--- config.mk ---
export PLATFORM = sky130hd
export DESIGN_NAME = uart_rx_fifo_flat
export DESIGN_NICKNAME = d
export VERILOG_FILES = /design/src/rtl/uart_pkg.sv /design/src/rtl/uart_rx_fifo_if.sv /design/src/rtl/uart_sync_fifo.sv /design/src/rtl/uart_rx_fifo.sv /design/src/flat_wrapper.sv
export SDC_FILE = /design/constraint.sdc
export NUM_CORES = 1
export LEC_CHECK = 0
export ABC_AREA = 1
export BUFFER_PORTS_ARGS = -buffer_cell sky130_fd_sc_hd__buf_2
export CAP_MARGIN = 20
export CORE_ASPECT_RATIO = 0.8
export CORE_MARGIN = 3
export CORE_UTILIZATION = 35
export CTS_BUF_LIST = sky130_fd_sc_hd__clkbuf_8
export DETAILED_ROUTE_END_ITERATION = 8
export RECOVER_POWER = 25
export SYNTH_ARGS = -nofsm -noshare
export SYNTH_HDL_FRONTEND = slang
export SYNTH_SLANG_ARGS = --single-unit
--- constraint.sdc ---
create_clock -name clk -period 6 [get_ports clk]
set_input_delay 0.9 -clock clk [delete_from_list [all_inputs] [get_ports clk]]
set_output_delay 0.9 -clock clk [all_outputs]
set_load 0.01 [all_outputs]
--- src/rtl/uart_pkg.sv ---
// Shared types and helpers for the UART receive queue.
package uart_pkg;

  localparam int ERR_CNT_W = 8;
  localparam int RX_DATA_W = 8;

  typedef struct packed {
    logic                 err;
    logic [RX_DATA_W-1:0] data;
  } rx_entry_t;

  // Increment that sticks at all-ones instead of wrapping.
  function automatic logic [ERR_CNT_W-1:0] err_cnt_inc(input logic [ERR_CNT_W-1:0] cnt);
    if (cnt == {ERR_CNT_W{1'b1}}) begin
      err_cnt_inc = cnt;
    end else begin
      err_cnt_inc = cnt + ERR_CNT_W'(1);
    end
  endfunction

endpackage

--- src/rtl/uart_rx_fifo_if.sv ---
// Receive-side and consumer-side signals of the UART receive queue.
interface uart_rx_fifo_if #(
  parameter int DATA_WIDTH = 8,
  parameter int DEPTH      = 16
);
  import uart_pkg::*;

  localparam int LVL_W = $clog2(DEPTH) + 1;

  logic [DATA_WIDTH-1:0] rx_data;
  logic                  rx_valid;
  logic                  rx_error;
  logic [DATA_WIDTH-1:0] out_data;
  logic                  out_err;
  logic                  out_valid;
  logic                  out_ready;
  logic [LVL_W-1:0]      level;
  logic                  empty;
  logic                  full;
  logic                  almost_full;
  logic                  overrun;
  logic [ERR_CNT_W-1:0]  err_cnt;
  logic                  stats_clr;

  modport master (
    output rx_data, rx_valid, rx_error, out_ready, stats_clr,
    input  out_data, out_err, out_valid, level, empty, full, almost_full, overrun, err_cnt
  );

  modport slave (
    input  rx_data, rx_valid, rx_error, out_ready, stats_clr,
    output out_data, out_err, out_valid, level, empty, full, almost_full, overrun, err_cnt
  );

endinterface

--- src/rtl/uart_sync_fifo.sv ---
// Generic show-ahead synchronous FIFO with wrap-bit pointers and an occupancy count.
module uart_sync_fifo #(
  parameter int WIDTH    = 9,
  parameter int DEPTH    = 16,
  parameter int AF_LEVEL = 12
) (
  input  logic                     clk,
  input  logic                     rst_n,
  input  logic                     wr_en,
  input  logic [WIDTH-1:0]         wr_data,
  input  logic                     rd_en,
  output logic [WIDTH-1:0]         rd_data,
  output logic                     empty,
  output logic                     full,
  output logic                     almost_full,
  output logic [$clog2(DEPTH):0]   level
);

  localparam int AW = $clog2(DEPTH);
  localparam int PW = AW + 1;

  logic [WIDTH-1:0] mem [DEPTH];
  logic [PW-1:0]    wr_ptr_q, wr_ptr_d;
  logic [PW-1:0]    rd_ptr_q, rd_ptr_d;
  logic [PW-1:0]    level_q, level_d;
  logic             push_s, pop_s;

  assign empty       = (wr_ptr_q == rd_ptr_q);
  assign full        = (wr_ptr_q[AW-1:0] == rd_ptr_q[AW-1:0]) && (wr_ptr_q[AW] != rd_ptr_q[AW]);
  assign almost_full = (level_q >= PW'(AF_LEVEL));
  assign level       = level_q;
  assign rd_data     = mem[rd_ptr_q[AW-1:0]];

  // A write into a full queue is only taken when the head leaves in the same cycle.
  assign pop_s  = rd_en & ~empty;
  assign push_s = wr_en & (~full | pop_s);

  // Next-state for pointers and occupancy.
  always_comb begin
    wr_ptr_d = wr_ptr_q;
    rd_ptr_d = rd_ptr_q;
    level_d  = level_q;
    if (push_s) begin
      wr_ptr_d = wr_ptr_q + PW'(1);
    end else begin
      wr_ptr_d = wr_ptr_q;
    end
    if (pop_s) begin
      rd_ptr_d = rd_ptr_q + PW'(1);
    end else begin
      rd_ptr_d = rd_ptr_q;
    end
    case ({push_s, pop_s})
      2'b10:   level_d = level_q + PW'(1);
      2'b01:   level_d = level_q - PW'(1);
      default: level_d = level_q;
    endcase
  end

  // Pointer and occupancy registers.
  always_ff @(posedge clk) begin
    if (!rst_n) begin
      wr_ptr_q <= '0;
      rd_ptr_q <= '0;
      level_q  <= '0;
    end else begin
      wr_ptr_q <= wr_ptr_d;
      rd_ptr_q <= rd_ptr_d;
      level_q  <= level_d;
    end
  end

  // Storage array; contents survive reset, only the pointers are cleared.
  always_ff @(posedge clk) begin
    if (push_s) begin
      mem[wr_ptr_q[AW-1:0]] <= wr_data;
    end
  end

endmodule

--- src/rtl/uart_rx_fifo.sv ---
// UART receive queue: tags each character with its error flag and tracks overrun/error statistics.
module uart_rx_fifo
  import uart_pkg::*;
#(
  parameter int DATA_WIDTH = 8,
  parameter int DEPTH      = 16,
  parameter int AF_LEVEL   = 12
) (
  input  logic           clk,
  input  logic           rst_n,
  uart_rx_fifo_if.slave  bus
);

  logic [DATA_WIDTH:0]   wr_entry_s, rd_entry_s;
  logic                  empty_s, full_s;
  logic                  drop_s, err_evt_s;
  logic                  overrun_q, overrun_d;
  logic [ERR_CNT_W-1:0]  err_cnt_q, err_cnt_d, err_base_s;

  assign wr_entry_s = {bus.rx_error, bus.rx_data};

  uart_sync_fifo #(
    .WIDTH    (DATA_WIDTH + 1),
    .DEPTH    (DEPTH),
    .AF_LEVEL (AF_LEVEL)
  ) u_fifo (
    .clk         (clk),
    .rst_n       (rst_n),
    .wr_en       (bus.rx_valid),
    .wr_data     (wr_entry_s),
    .rd_en       (bus.out_ready),
    .rd_data     (rd_entry_s),
    .empty       (empty_s),
    .full        (full_s),
    .almost_full (bus.almost_full),
    .level       (bus.level)
  );

  assign bus.out_valid = ~empty_s;
  assign bus.empty     = empty_s;
  assign bus.full      = full_s;
  assign bus.out_data  = rd_entry_s[DATA_WIDTH-1:0];
  assign bus.out_err   = rd_entry_s[DATA_WIDTH];
  assign bus.overrun   = overrun_q;
  assign bus.err_cnt   = err_cnt_q;

  // Dropped characters still count as errors if tagged.
  assign drop_s    = bus.rx_valid & full_s & ~(bus.out_ready & ~empty_s);
  assign err_evt_s = bus.rx_valid & bus.rx_error;

  // Statistics next-state: a clear and a same-cycle event leave the event's effect.
  always_comb begin
    overrun_d  = overrun_q;
    err_cnt_d  = err_cnt_q;
    err_base_s = bus.stats_clr ? {ERR_CNT_W{1'b0}} : err_cnt_q;
    if (drop_s) begin
      overrun_d = 1'b1;
    end else if (bus.stats_clr) begin
      overrun_d = 1'b0;
    end else begin
      overrun_d = overrun_q;
    end
    if (err_evt_s) begin
      err_cnt_d = err_cnt_inc(err_base_s);
    end else begin
      err_cnt_d = err_base_s;
    end
  end

  // Statistics registers.
  always_ff @(posedge clk) begin
    if (!rst_n) begin
      overrun_q <= 1'b0;
      err_cnt_q <= '0;
    end else begin
      overrun_q <= overrun_d;
      err_cnt_q <= err_cnt_d;
    end
  end

endmodule

--- src/flat_wrapper.sv ---
// flat-port wrapper written by rule: the top's interface ports become plain ports
module uart_rx_fifo_flat import uart_pkg::*;
#(
  parameter int DATA_WIDTH = 8,
  parameter int DEPTH      = 16,
  parameter int AF_LEVEL   = 12
)
  (clk, rst_n, bus_rx_data, bus_rx_valid, bus_rx_error, bus_out_ready, bus_stats_clr, bus_out_data, bus_out_err, bus_out_valid, bus_level, bus_empty, bus_full, bus_almost_full, bus_overrun, bus_err_cnt);
  uart_rx_fifo_if #(.DATA_WIDTH(DATA_WIDTH), .DEPTH(DEPTH)) bus_i ();
  input  logic clk;
  input  logic rst_n;
  input wire logic [$bits(bus_i.rx_data)-1:0] bus_rx_data;
  input wire logic [$bits(bus_i.rx_valid)-1:0] bus_rx_valid;
  input wire logic [$bits(bus_i.rx_error)-1:0] bus_rx_error;
  input wire logic [$bits(bus_i.out_ready)-1:0] bus_out_ready;
  input wire logic [$bits(bus_i.stats_clr)-1:0] bus_stats_clr;
  output wire logic [$bits(bus_i.out_data)-1:0] bus_out_data;
  output wire logic [$bits(bus_i.out_err)-1:0] bus_out_err;
  output wire logic [$bits(bus_i.out_valid)-1:0] bus_out_valid;
  output wire logic [$bits(bus_i.level)-1:0] bus_level;
  output wire logic [$bits(bus_i.empty)-1:0] bus_empty;
  output wire logic [$bits(bus_i.full)-1:0] bus_full;
  output wire logic [$bits(bus_i.almost_full)-1:0] bus_almost_full;
  output wire logic [$bits(bus_i.overrun)-1:0] bus_overrun;
  output wire logic [$bits(bus_i.err_cnt)-1:0] bus_err_cnt;
  assign bus_i.rx_data = bus_rx_data;
  assign bus_i.rx_valid = bus_rx_valid;
  assign bus_i.rx_error = bus_rx_error;
  assign bus_i.out_ready = bus_out_ready;
  assign bus_i.stats_clr = bus_stats_clr;
  assign bus_out_data = bus_i.out_data;
  assign bus_out_err = bus_i.out_err;
  assign bus_out_valid = bus_i.out_valid;
  assign bus_level = bus_i.level;
  assign bus_empty = bus_i.empty;
  assign bus_full = bus_i.full;
  assign bus_almost_full = bus_i.almost_full;
  assign bus_overrun = bus_i.overrun;
  assign bus_err_cnt = bus_i.err_cnt;
  uart_rx_fifo #(.DATA_WIDTH(DATA_WIDTH), .DEPTH(DEPTH), .AF_LEVEL(AF_LEVEL)) u_core (.clk(clk), .rst_n(rst_n), .bus(bus_i));
endmodule
==> out/results.tsv <==
metric	value	unit
FF-to-FF setup slack	3430	ps
endpoints failing hold	0	
Hold Path Origin	u_core.bus.overrun$_SDFFE_PN0P_	
storage element area	4890	um^2
met3 WL	779	um
area of the multi-input gates	1970	um^2
DRC Markers	0	
worst setup path class	reg -> out	
setup TNS	0	ps
metal2 WL	7.78	mm
Final Skew	22.8	ps
DRT Pass-1 Iters	7	
Hold Path Sink	u_core.bus.overrun$_SDFFE_PN0P_	
GR Overflow Total	0	
synth top area cells	edfxtp_1, dfxtp_1, mux2i_1	
wl on met1	7.42	mm
CTS tree	done	
Inserted Diodes	0	
WHS	491	ps
Vert. Die Dim	135	um
worst-case vdd ir drop	0.125	mV
most used cell, CP	o211ai_1	
Reg clk slew, reported paths	90	ps
RD Place Congestion	0.809	
Max Root-Sink Buffers	2	
status	finished, final reports clean	
post-cts sizing count	0	
num ports	41	
fin nets	664	
Netlist Area Pre-Place	7250	um^2
Final Total Pwr	0.00244	W
Cell variety after synth	34	
top-area cell type share of the netlist area	59.6	%
initial detailed-routing violation count	498	
gr usage total	14.9	%
Final Setup Violations	0	
Fill cells	1901	
vias in the first global route	4609	
die width	167	um
via count	4624	
slowest stage cell, crit path	clkinv_1	
H-tree levels	4	
Cells after Synth	602	
Startpoint Class	register	
RSZ-0062 raised after global routing	no	
largest net degree at the start of global routing	71	
crit path max fanout	37	
initial antenna violation count	0	
HP Class	reg -> reg	
layout cells sized above 1	12.9	%
clk root buf	clkbuf_8	
worst-case reg-to-reg path depth	18	
CTS buffer count	17	
Net Count, Synth	626	
final worst-path cycle share	64.2	%
Crit. End Element	output pin	
register area share after synthesis	67.4	%
Crit path largest cell delay	870	ps
initial core utilization	36.1	%
Max Fclk	259	MHz
Synth Warn #	0	
WHS Path Cells	2	
Port Buffers	40	
Reg-to-Reg Start	u_core.u_fifo.wr_ptr_q[1]$_SDFFE_PN0P_	
count of pins over their slew limit	0	
Seq cells post-synth	172	
total core area	20100	um^2
CP arrival	2950	ps
Pleak	2.86	nW
Least-Margin Pin Slew	1100	ps
hpwl dp	10.8	mm
clk sinks	172	
syn_area_per_cell	12.0	um^2
clock latency on the worst-skew pair	460	ps
Post-CTS Setup Bufs	0	
Rows	46	
Critical R2R Capture	u_core.u_fifo.level[4]$_SDFFE_PN0P_	
average vias per placed instance	5.04	
die area	22500	um^2
WL final	16.2	mm
min Tclk post-route	3850	ps
area leader, netlist	edfxtp_1	
area delta synth->final	11.2	%
first-pass GRT wire length	25.6	mm
PD cells	303	nW/um^2
WP data required	5100	ps
post-route antenna net violation count	0	
hold_buf cts	0	
Highest Signal Layer	met4	
Slew headroom	26.1	%
wire length per cell	17.7	um
crit-path cells	buf_4 > clkinv_1 > o211ai_1 > o211ai_1 > nand2_1 > buf_2	
Max Cap Viol	0	
## placed cells by master (no fill, tap or decap), types with 2 or more instances in the layout
| cell type | count |
|---|---|
| a211oi_1 | 2 |
| a21oi_1 | 51 |
| buf_2 | 33 |
| buf_4 | 5 |
| clkbuf_1 | 7 |
| clkbuf_8 | 17 |
| clkinv_1 | 4 |
| clkinv_4 | 2 |
| clkinvlp_4 | 2 |
| dfxtp_1 | 27 |
| edfxtp_1 | 144 |
| ha_1 | 9 |
| inv_1 | 62 |
| inv_2 | 6 |
| inv_6 | 4 |
| inv_8 | 5 |
| mux2i_1 | 36 |
| nand2_1 | 53 |
| nand2_2 | 2 |
| nand3_1 | 21 |
| nand4_1 | 2 |
| nor2_1 | 38 |
| nor3_1 | 8 |
| o211ai_1 | 36 |
| o21ai_0 | 58 |
| xnor2_1 | 2 |
| xor2_1 | 5 |
## report_power, final
group | internal (W) | total [W] | switching, W | leakage (nW)
clock | 0.000308 | 0.000772 | 0.000463 | 0.188
sequential | 0.00132 | 0.00135 | 0.0000371 | 1.53
combinational | 0.000113 | 0.000318 | 0.000206 | 1.14
total | 0.00174 | 0.00244 | 0.000706 | 2.86
## cell families after synthesis
logic type      share of synthesized area [%]
compound gates                           11.9
xor+xnor                                0.845
simple gates                             7.73
flops                                    67.4
buf+inv                                  5.42
mux                                      4.97
fa+ha+maj                                1.83
## critical path: cells and delay by family, from the launching register on
family / cells / cell delay, ps
buffers and inverters: 3 / 1370
flip-flops: 1 / 320
AO/OA/AOI/OAI: 2 / 690
AND/OR/NAND/NOR: 1 / 120
## synthesized netlist by cell type, drive strengths merged
cell / count
edfxtp: 144
inv: 68
o21ai: 60
nand2: 56
a21oi: 51
nor2: 39
mux2i: 36
o211ai: 36
dfxtp: 28
nand3: 22
clkbuf: 14
buf: 12
ha: 9
nor3: 9
xor2: 5
clkinv: 3
a211oi: 2
nand4: 2
xnor2: 2
a21o: 1
fa: 1
nand3b: 1
o21a: 1
## registers in the layout, summed over array words and instances, names as in the netlist, named ones only
| register | flops |
|---|---|
| u_core.bus.err_cnt | 8 |
| u_core.bus.overrun | 1 |
| u_core.u_fifo.level | 5 |
| u_core.u_fifo.mem | 144 |
| u_core.u_fifo.rd_ptr_q | 5 |
| u_core.u_fifo.wr_ptr_q | 5 |
## layout make-up
type,count,area share (%)
tap,264,4.09
clock buffer,17,2.90
inverter,71,3.30
clock inverter,15,1.78
multi-input combinational,333,24.5
timing repair buffer,45,2.84
sequential,172,60.6
## worst max path at each step
stage,end,depth (start not counted),slack [ps]
2_1_floorplan,bus_out_data[5],7,3800
3_3_place_gp,bus_out_data[1],6,2780
3_5_place_dp,bus_out_data[7],6,2700
4_1_cts,bus_out_data[7],6,2170
5_1_grt,bus_out_data[7],6,1870
6_report,bus_out_data[7],6,2150
## stage by stage
| step | instance area, um^2 | setup WS [ps] | util [%] | instances |
|---|---|---|---|---|
| 3_3_place_gp | 7700 | 2780 | 38.3 | 885 |
| 6_report | 8070 | 2150 | 40.2 | 917 |
| 5_1_grt | 8070 | 1870 | 40.2 | 917 |
| 4_1_cts | 8080 | 2170 | 40.2 | 917 |
| 3_5_place_dp | 7700 | 2700 | 38.3 | 885 |
| 2_1_floorplan | 7250 | 3800 | - | 602 |
## metal layers
layer | up-vias | GRT usage (%)
li1 | 2223 | -
met1 | 2274 | 20.2
met2 | 113 | 24.4
met3 | 14 | 3.19
met4 | 0 | 4.03
met5 | - | 0
(Power assumes the default switching activity.)
